## src/rtl/alu_arbiter.sv

```systemverilog
// alu_arbiter: two-requester front end for one shared combinational ALU.
//
// Each operation runs through IDLE -> EXEC -> RESP. In IDLE one requester is
// granted and its operands are latched onto the ALU. In EXEC the ALU result is
// registered. In RESP the result is held until the consumer accepts it.
//
// Ports
//   clk, rst                     clock, asynchronous active-high reset
//   reqN_valid / reqN_ready      request handshake for requester N (0, 1)
//   reqN_x, reqN_y, reqN_ctl     requester N operands and ALU control {zx,nx,zy,ny,f,no}
//   alu_x, alu_y, alu_ctl        registered operands driven to the shared ALU
//   alu_out, alu_zr, alu_ng      combinational ALU result and flags
//   rsp_valid / rsp_ready        response handshake
//   rsp_id, rsp_out, rsp_zr/ng   owner of the result, registered result and flags
//   busy                         high whenever the FSM is not idle
//
// PRIO_MODE: 0 = round-robin, 1 = fixed priority with requester 0 winning.
module alu_arbiter #(
    parameter int unsigned PRIO_MODE = 0
) (
    input  logic        clk,
    input  logic        rst,
    input  logic        req0_valid,
    output logic        req0_ready,
    input  logic [15:0] req0_x,
    input  logic [15:0] req0_y,
    input  logic [5:0]  req0_ctl,
    input  logic        req1_valid,
    output logic        req1_ready,
    input  logic [15:0] req1_x,
    input  logic [15:0] req1_y,
    input  logic [5:0]  req1_ctl,
    output logic [15:0] alu_x,
    output logic [15:0] alu_y,
    output logic [5:0]  alu_ctl,
    input  logic [15:0] alu_out,
    input  logic        alu_zr,
    input  logic        alu_ng,
    output logic        rsp_valid,
    input  logic        rsp_ready,
    output logic        rsp_id,
    output logic [15:0] rsp_out,
    output logic        rsp_zr,
    output logic        rsp_ng,
    output logic        busy
);

    typedef enum logic [1:0] {
        StIdle = 2'd0,
        StExec = 2'd1,
        StResp = 2'd2
    } state_e;

    state_e      r_state;
    state_e      w_state_next;
    logic        r_last_grant;
    logic [15:0] r_alu_x;
    logic [15:0] r_alu_y;
    logic [5:0]  r_alu_ctl;
    logic [15:0] r_rsp_out;
    logic        r_rsp_zr;
    logic        r_rsp_ng;
    logic        r_rsp_id;

    logic        w_any;
    logic        w_pick1;
    logic        w_grant;

    // Arbitration: w_pick1 selects requester 1 as the winner.
    always_comb begin
        w_any   = req0_valid | req1_valid;
        w_pick1 = 1'b0;
        if (req0_valid && req1_valid) begin
            // Round-robin hands the grant to whoever did not win last time.
            w_pick1 = (PRIO_MODE == 0) ? ~r_last_grant : 1'b0;
        end else begin
            w_pick1 = req1_valid;
        end
        // Gated by rst so ready stays low for the whole reset pulse.
        w_grant    = (r_state == StIdle) && w_any && !rst;
        req0_ready = w_grant && !w_pick1;
        req1_ready = w_grant && w_pick1;
    end

    always_comb begin
        w_state_next = r_state;
        unique case (r_state)
            StIdle: if (w_any) w_state_next = StExec;
            StExec: w_state_next = StResp;
            StResp: if (rsp_ready) w_state_next = StIdle;
            default: w_state_next = StIdle;
        endcase
    end

    always_ff @(posedge clk or posedge rst) begin
        if (rst) begin
            r_state <= StIdle;
        end else begin
            r_state <= w_state_next;
        end
    end

    always_ff @(posedge clk or posedge rst) begin
        if (rst) begin
            r_last_grant <= 1'b1;
            r_alu_x      <= '0;
            r_alu_y      <= '0;
            r_alu_ctl    <= '0;
            r_rsp_out    <= '0;
            r_rsp_zr     <= 1'b0;
            r_rsp_ng     <= 1'b0;
            r_rsp_id     <= 1'b0;
        end else begin
            if (w_grant) begin
                r_last_grant <= w_pick1;
                r_rsp_id     <= w_pick1;
                r_alu_x      <= w_pick1 ? req1_x   : req0_x;
                r_alu_y      <= w_pick1 ? req1_y   : req0_y;
                r_alu_ctl    <= w_pick1 ? req1_ctl : req0_ctl;
            end
            if (r_state == StExec) begin
                r_rsp_out <= alu_out;
                r_rsp_zr  <= alu_zr;
                r_rsp_ng  <= alu_ng;
            end
        end
    end

    assign alu_x     = r_alu_x;
    assign alu_y     = r_alu_y;
    assign alu_ctl   = r_alu_ctl;
    assign rsp_out   = r_rsp_out;
    assign rsp_zr    = r_rsp_zr;
    assign rsp_ng    = r_rsp_ng;
    assign rsp_id    = r_rsp_id;
    assign rsp_valid = (r_state == StResp);
    assign busy      = (r_state != StIdle);

endmodule

```

## config.mk

```make
export PLATFORM = sky130hd
export DESIGN_NAME = alu_arbiter
export DESIGN_NICKNAME = d
export VERILOG_FILES = /design/src/rtl/alu_arbiter.sv
export SDC_FILE = /design/constraint.sdc
export NUM_CORES = 1
export LEC_CHECK = 0
export ABC_CLOCK_PERIOD_IN_PS = 3400
export BUFFER_PORTS_ARGS = -buffer_cell sky130_fd_sc_hd__buf_4
export CAP_MARGIN = 20
export CORE_UTILIZATION = 45
export DETAILED_ROUTE_END_ITERATION = 16
export GPL_ROUTABILITY_DRIVEN = 0
export GPL_TIMING_DRIVEN = 0
export PLACE_DENSITY_LB_ADDON = 0.1
export SLEW_MARGIN = 30
export SYNTH_ARGS = -nofsm -noshare
export SYNTH_HDL_FRONTEND = slang
export SYNTH_SLANG_ARGS = --single-unit
```

## constraint.sdc

```tcl
create_clock -name clk -period 3.4 [get_ports clk]
set_clock_uncertainty 0.1 [all_clocks]
set_input_delay 0.34 -clock clk [delete_from_list [all_inputs] [get_ports clk]]
set_output_delay 0.34 -clock clk [all_outputs]
set_load 0.03 [all_outputs]
```

[After elaboration in Yosys (flattened, before gate mapping)]
Index checks and enable logic that the tools add are counted.
Widths: inputs -> output; s select.
Operators by class
  equality and inequality tests: 4
  muxes and demuxes: 7
  bitwise gates (word level): 2
  reductions and logical operators: 10
Operators with widths (number)
  $mux 16: 2
  $mux 6: 1
  $pmux 2 s3: 1
  $logic_and 1x1->1: 5
  $mux 2: 2
  $eq 2x1->1 const B: 1
  $eq 2x2->1 const B: 1
  $logic_not 1->1: 2
  $logic_not 2->1: 1
  $ne 2x1->1 const B: 1
  $ne 2x2->1 const B: 1
  $reduce_and 2->1: 1
  $reduce_bool 2->1: 1
  $mux 1: 1
  $not 1->1: 1
  $or 1x1->1: 1
Storage, ports and cells
  register bits: 60
  input bits: 99
  output and inout bits: 61

[Depth between registers and ports, before layout]
  word-level depth: 4
  depth in mapped cells: 5
  depth with buffers taken out: 3

[Worst setup path after synthesis]
OpenSTA, ideal clock, no wires.
  path type: register to output
  start: register r_state[0]
  end: output req0_ready
  arrival: 1347 ps
  required time: 2960 ps
  slack: 1613 ps
  cell stages (with the launch flop): 4
  path buffers: 1
  cell sequence: dfrtp_1 or3_4 a211oi_4 buf_6
On the way
  cells in the longest elaborated chain, start to end: 4
Ends and longest elaborated chain
  start: declaration: line 54  | state_e r_state;
  start signal: assignment: line 97  | r_state <= StIdle;
  start signal: assignment: line 99  | r_state <= w_state_next;
  $logic_not 2->1: line 80  | w_grant = (r_state == StIdle) && w_any && !rst;
  $logic_and 1x1->1 (2 in a row): line 80
  $logic_and 1x1->1: line 81  | req0_ready = w_grant && !w_pick1;
  end: declaration: line 24  | output logic req0_ready,
No other way between the ends.

[Final worst setup path]
  start: input rst
  end: output req0_ready
On the way
  cells in the longest elaborated chain, start to end: 3
Ends and longest elaborated chain
  start: declaration: line 22  | input logic rst,
  $logic_not 1->1 (no source line)
  $logic_and 1x1->1: line 80
  $logic_and 1x1->1: line 81
No other way between the ends.

==> flow_summary.ini <==
[critical_path]
worstSetupStartpoint = rst
path_common_cell = buf_4
crit-reg2reg-launch = r_state[0]$_DFFE_PP0P_
crit_path_top_delay_cell = dlygate4sd3_1
path_delay_family = buffers and inverters
crit_path_max_fanout = 10
critical_path.endpoint = req0_ready
endpoint_of_the_most_critical_register_to_register_path = alu_y[13]$_DFFE_PP0P_
cp.arrival_ns = 2.13
cp-end-kind = output port
cell_count_of_the_worst_reg_to_reg_path = 5
path_cells = dlygate4sd3_1 > buf_4 > or3_4 > a211oi_4 > buf_6 > buf_4
crit_buf_inv = 4
worst_setup_path_start_kind = primary input
crit_type = primary input to output port
critPathRequiredTime_ns = 2.96
slowest_cell_delay_on_critical_path_ns = 0.54
rrSetupSlack_ns = 1.47
worst-path-stages = 6

[synth]
ys_dominant_reg_cell = dfrtp_1
synth_seq_area_share_pct = 57.63
synth-async-reset-ratio_pct = 100.0
postSynthCellCount = 191
post_synth_num_cell_types = 20
yosys-top-cells-area = dfrtp_1 (57%), a221o_1 (15%), o21a_1 (11%)
yosysTopAreaCellShare_pct = 56.62
synth.yosys.warnings = 0
syn_area_mm2 = 0.002608
syn-num-nets = 290
synthesized_area_divided_by_synthesized_cell_count_um2 = 13.65
yosys.area.top_type = dfrtp_1
post_synth_edffs = 0
postSynthRegisterBits = 60

[global_route]
use_met3_pct = 6.395
track_usage_pct = 23.37
grt_antenna_before_repair = 0
grt-busiest-layer = met2
globalRouteMet1Util_pct = 29.62
grt_pass1_wl_mm = 11.00
gr-total-overflow = 0
global_route.usage.met2_pct = 37.72
grt_pass1_vias = 2400
grt_max_degree = 36

[detailed_routing]
ant_nets = 0
detailroute.via_count = 2314
viasPerCell = 5.271
sum_of_routed_wire_length_over_all_layers_mm = 6.704
detail_route.drc_violations = 0
wirelength_per_cell_um = 15.27
number_of_drc_markers_in_iteration_0 = 121
detail_route.first_pass.iterations = 4

[power_and_ir_drop]
powerDensity_mw_per_mm2 = 998.5
p_leak_nw = 2.033
report.power.total_w = 0.004120
worst_ir_drop_vdd_mv = 0.5656

[min_path]
min-delay-path-class = primary input to register
hp-start = rsp_ready

[timing]
tns_ns = 0
rsz_0062_raised_after_global_routing = no
period_share_pct = 75.69
timing_worst_slew_pin_value_ns = 0.4853
timing.final.max_slew_violations = 0
final.setup.worst_slack_ns = 0.8266
worst_slew_margin_rel_pct = 67.65
setup_viol = 0
final-hold-violation-count = 0
max_freq_ghz = 0.3886
finalWorstPathRequiredPeriod_ns = 2.573

[floorplan]
row_count = 27
die_w_um = 78.12
initial_core_util_pct = 47.06
ios = 160
floorplan.die_area_mm2 = 0.006103
coreArea_mm2 = 0.005540
chipHeight_um = 78.12

[cells_and_area]
layout.area.seq_mm2 = 0.001503
most-common-layout-cells = buf_4 (159), dfrtp_1 (59), o21a_1 (38), a221o_1 (38), mux2_2 (18)
layout.cells.most_common = buf_4
layout.nets = 462
fill_cells = 411
final_cell_count_no_fill = 439
syn_to_final_growth_pct = 58.25
multi_input_area_um2 = 960.9
final_layout_size_suffix_gt1_share_pct = 56.40
num_antenna_cells = 0

[outcome]
outcome = completed

[cts]
cts-root-buf = clkbuf_8
clock_tree_from_tritoncts = yes
postCtsSetupRepairBufs = 0
tritoncts_num_sinks = 60
htree_num_levels = 3
cts_buffer_depth = 2
clkLatencyLatePin_ns = 0.32
clkTransAtPathRegs_ns = 0.06
tritoncts.num_buffers = 9

[placement]
detailed_place_hpwl_mm = 5.064
placement.setup.worst_slack_ns = 1.375
dp_cells = 423
placement.io_buffers = 159

[job]
max-cap-violations = 0
[cells by family after synthesis]
family / Yosys count / share of synthesized area, %
AND/OR/NAND/NOR: 9 / 2.015
flip-flops: 60 / 57.63
AO/OA/AOI/OAI: 81 / 27.06
buffers and inverters: 23 / 5.518
multiplexers: 18 / 7.773
[Yosys cell counts (all sizes together) (2+ instances only)]
cell type and n:
inv 5, a221o 38, dfrtp 59, buf 12
nor2 2, o21ai 2, nand2b 2, a21oi 2
o21a 38, clkbuf 6, mux2 18
[through the flow]
step                hold WS, ns  cell area (um^2)  utilization (%)
CTS                     0.08938              4126            74.48
global route             0.1029              4126            74.48
floorplan                0.3476              2608                -
detailed placement       0.2519              3914            70.64
finish                   0.1055              4126            74.48
global placement         0.3880              3891            70.23
[worst register-to-register path: stages, from the launching register on]
cell	delay [ns]
dfrtp_1	0.42
nor3_1	0.25
and3_1	0.22
buf_2	0.24
buf_1	0.41
a221o_1	0.24
[per-layer routing]
metal	up-vias	wire length [um]
li1	1082	-
met1	1125	2824
met2	98	3247
met3	9	555
met4	0	77
met5	-	0
[worst min-delay path by stage]
stage / end / cells after the start
2_1_floorplan: r_state[1]$_DFFE_PP0P_ / 1
3_3_place_gp: rsp_out[15]$_DFFE_PP0N_ / 1
3_5_place_dp: alu_x[11]$_DFFE_PP0P_ / 2
4_1_cts: r_state[1]$_DFFE_PP0P_ / 2
5_1_grt: r_state[1]$_DFFE_PP0P_ / 2
6_report: r_state[1]$_DFFE_PP0P_ / 2
[power breakdown]
part	switching, W	internal (W)	leakage, nW
logic	0.00122	0.00101	1.20
registers	0.000187	0.00107	0.729
clock network	0.000249	0.000396	0.103
total	0.00165	0.00247	2.03
[area by class of cell]
cell class | instances | area share, %
Buffer | 18 | 3.032
Clock buffer | 14 | 4.184
Clock inverter | 1 | 0.7277
Inverter | 5 | 0.5155
Multi-Input combinational cell | 108 | 23.29
Sequential cell | 60 | 36.42
Tap cell | 72 | 2.183
Timing Repair Buffer | 161 | 29.65
[registers in the layout, indices dropped and copies added (netlist names)]
| name | count |
|---|---|
| r_last_grant | 1 |
| rsp_out | 16 |
| alu_y | 16 |
| alu_ctl | 6 |
| rsp_zr | 1 |
| rsp_ng | 1 |
| r_state | 2 |
| rsp_id | 1 |
| alu_x | 16 |
[what timing repair did]
action,CTS,global route
hold endpoints to repair,25,0
hold buffers,1,0
resized for setup,0,0
No activity file was read; power rests on OpenSTA's default activity.
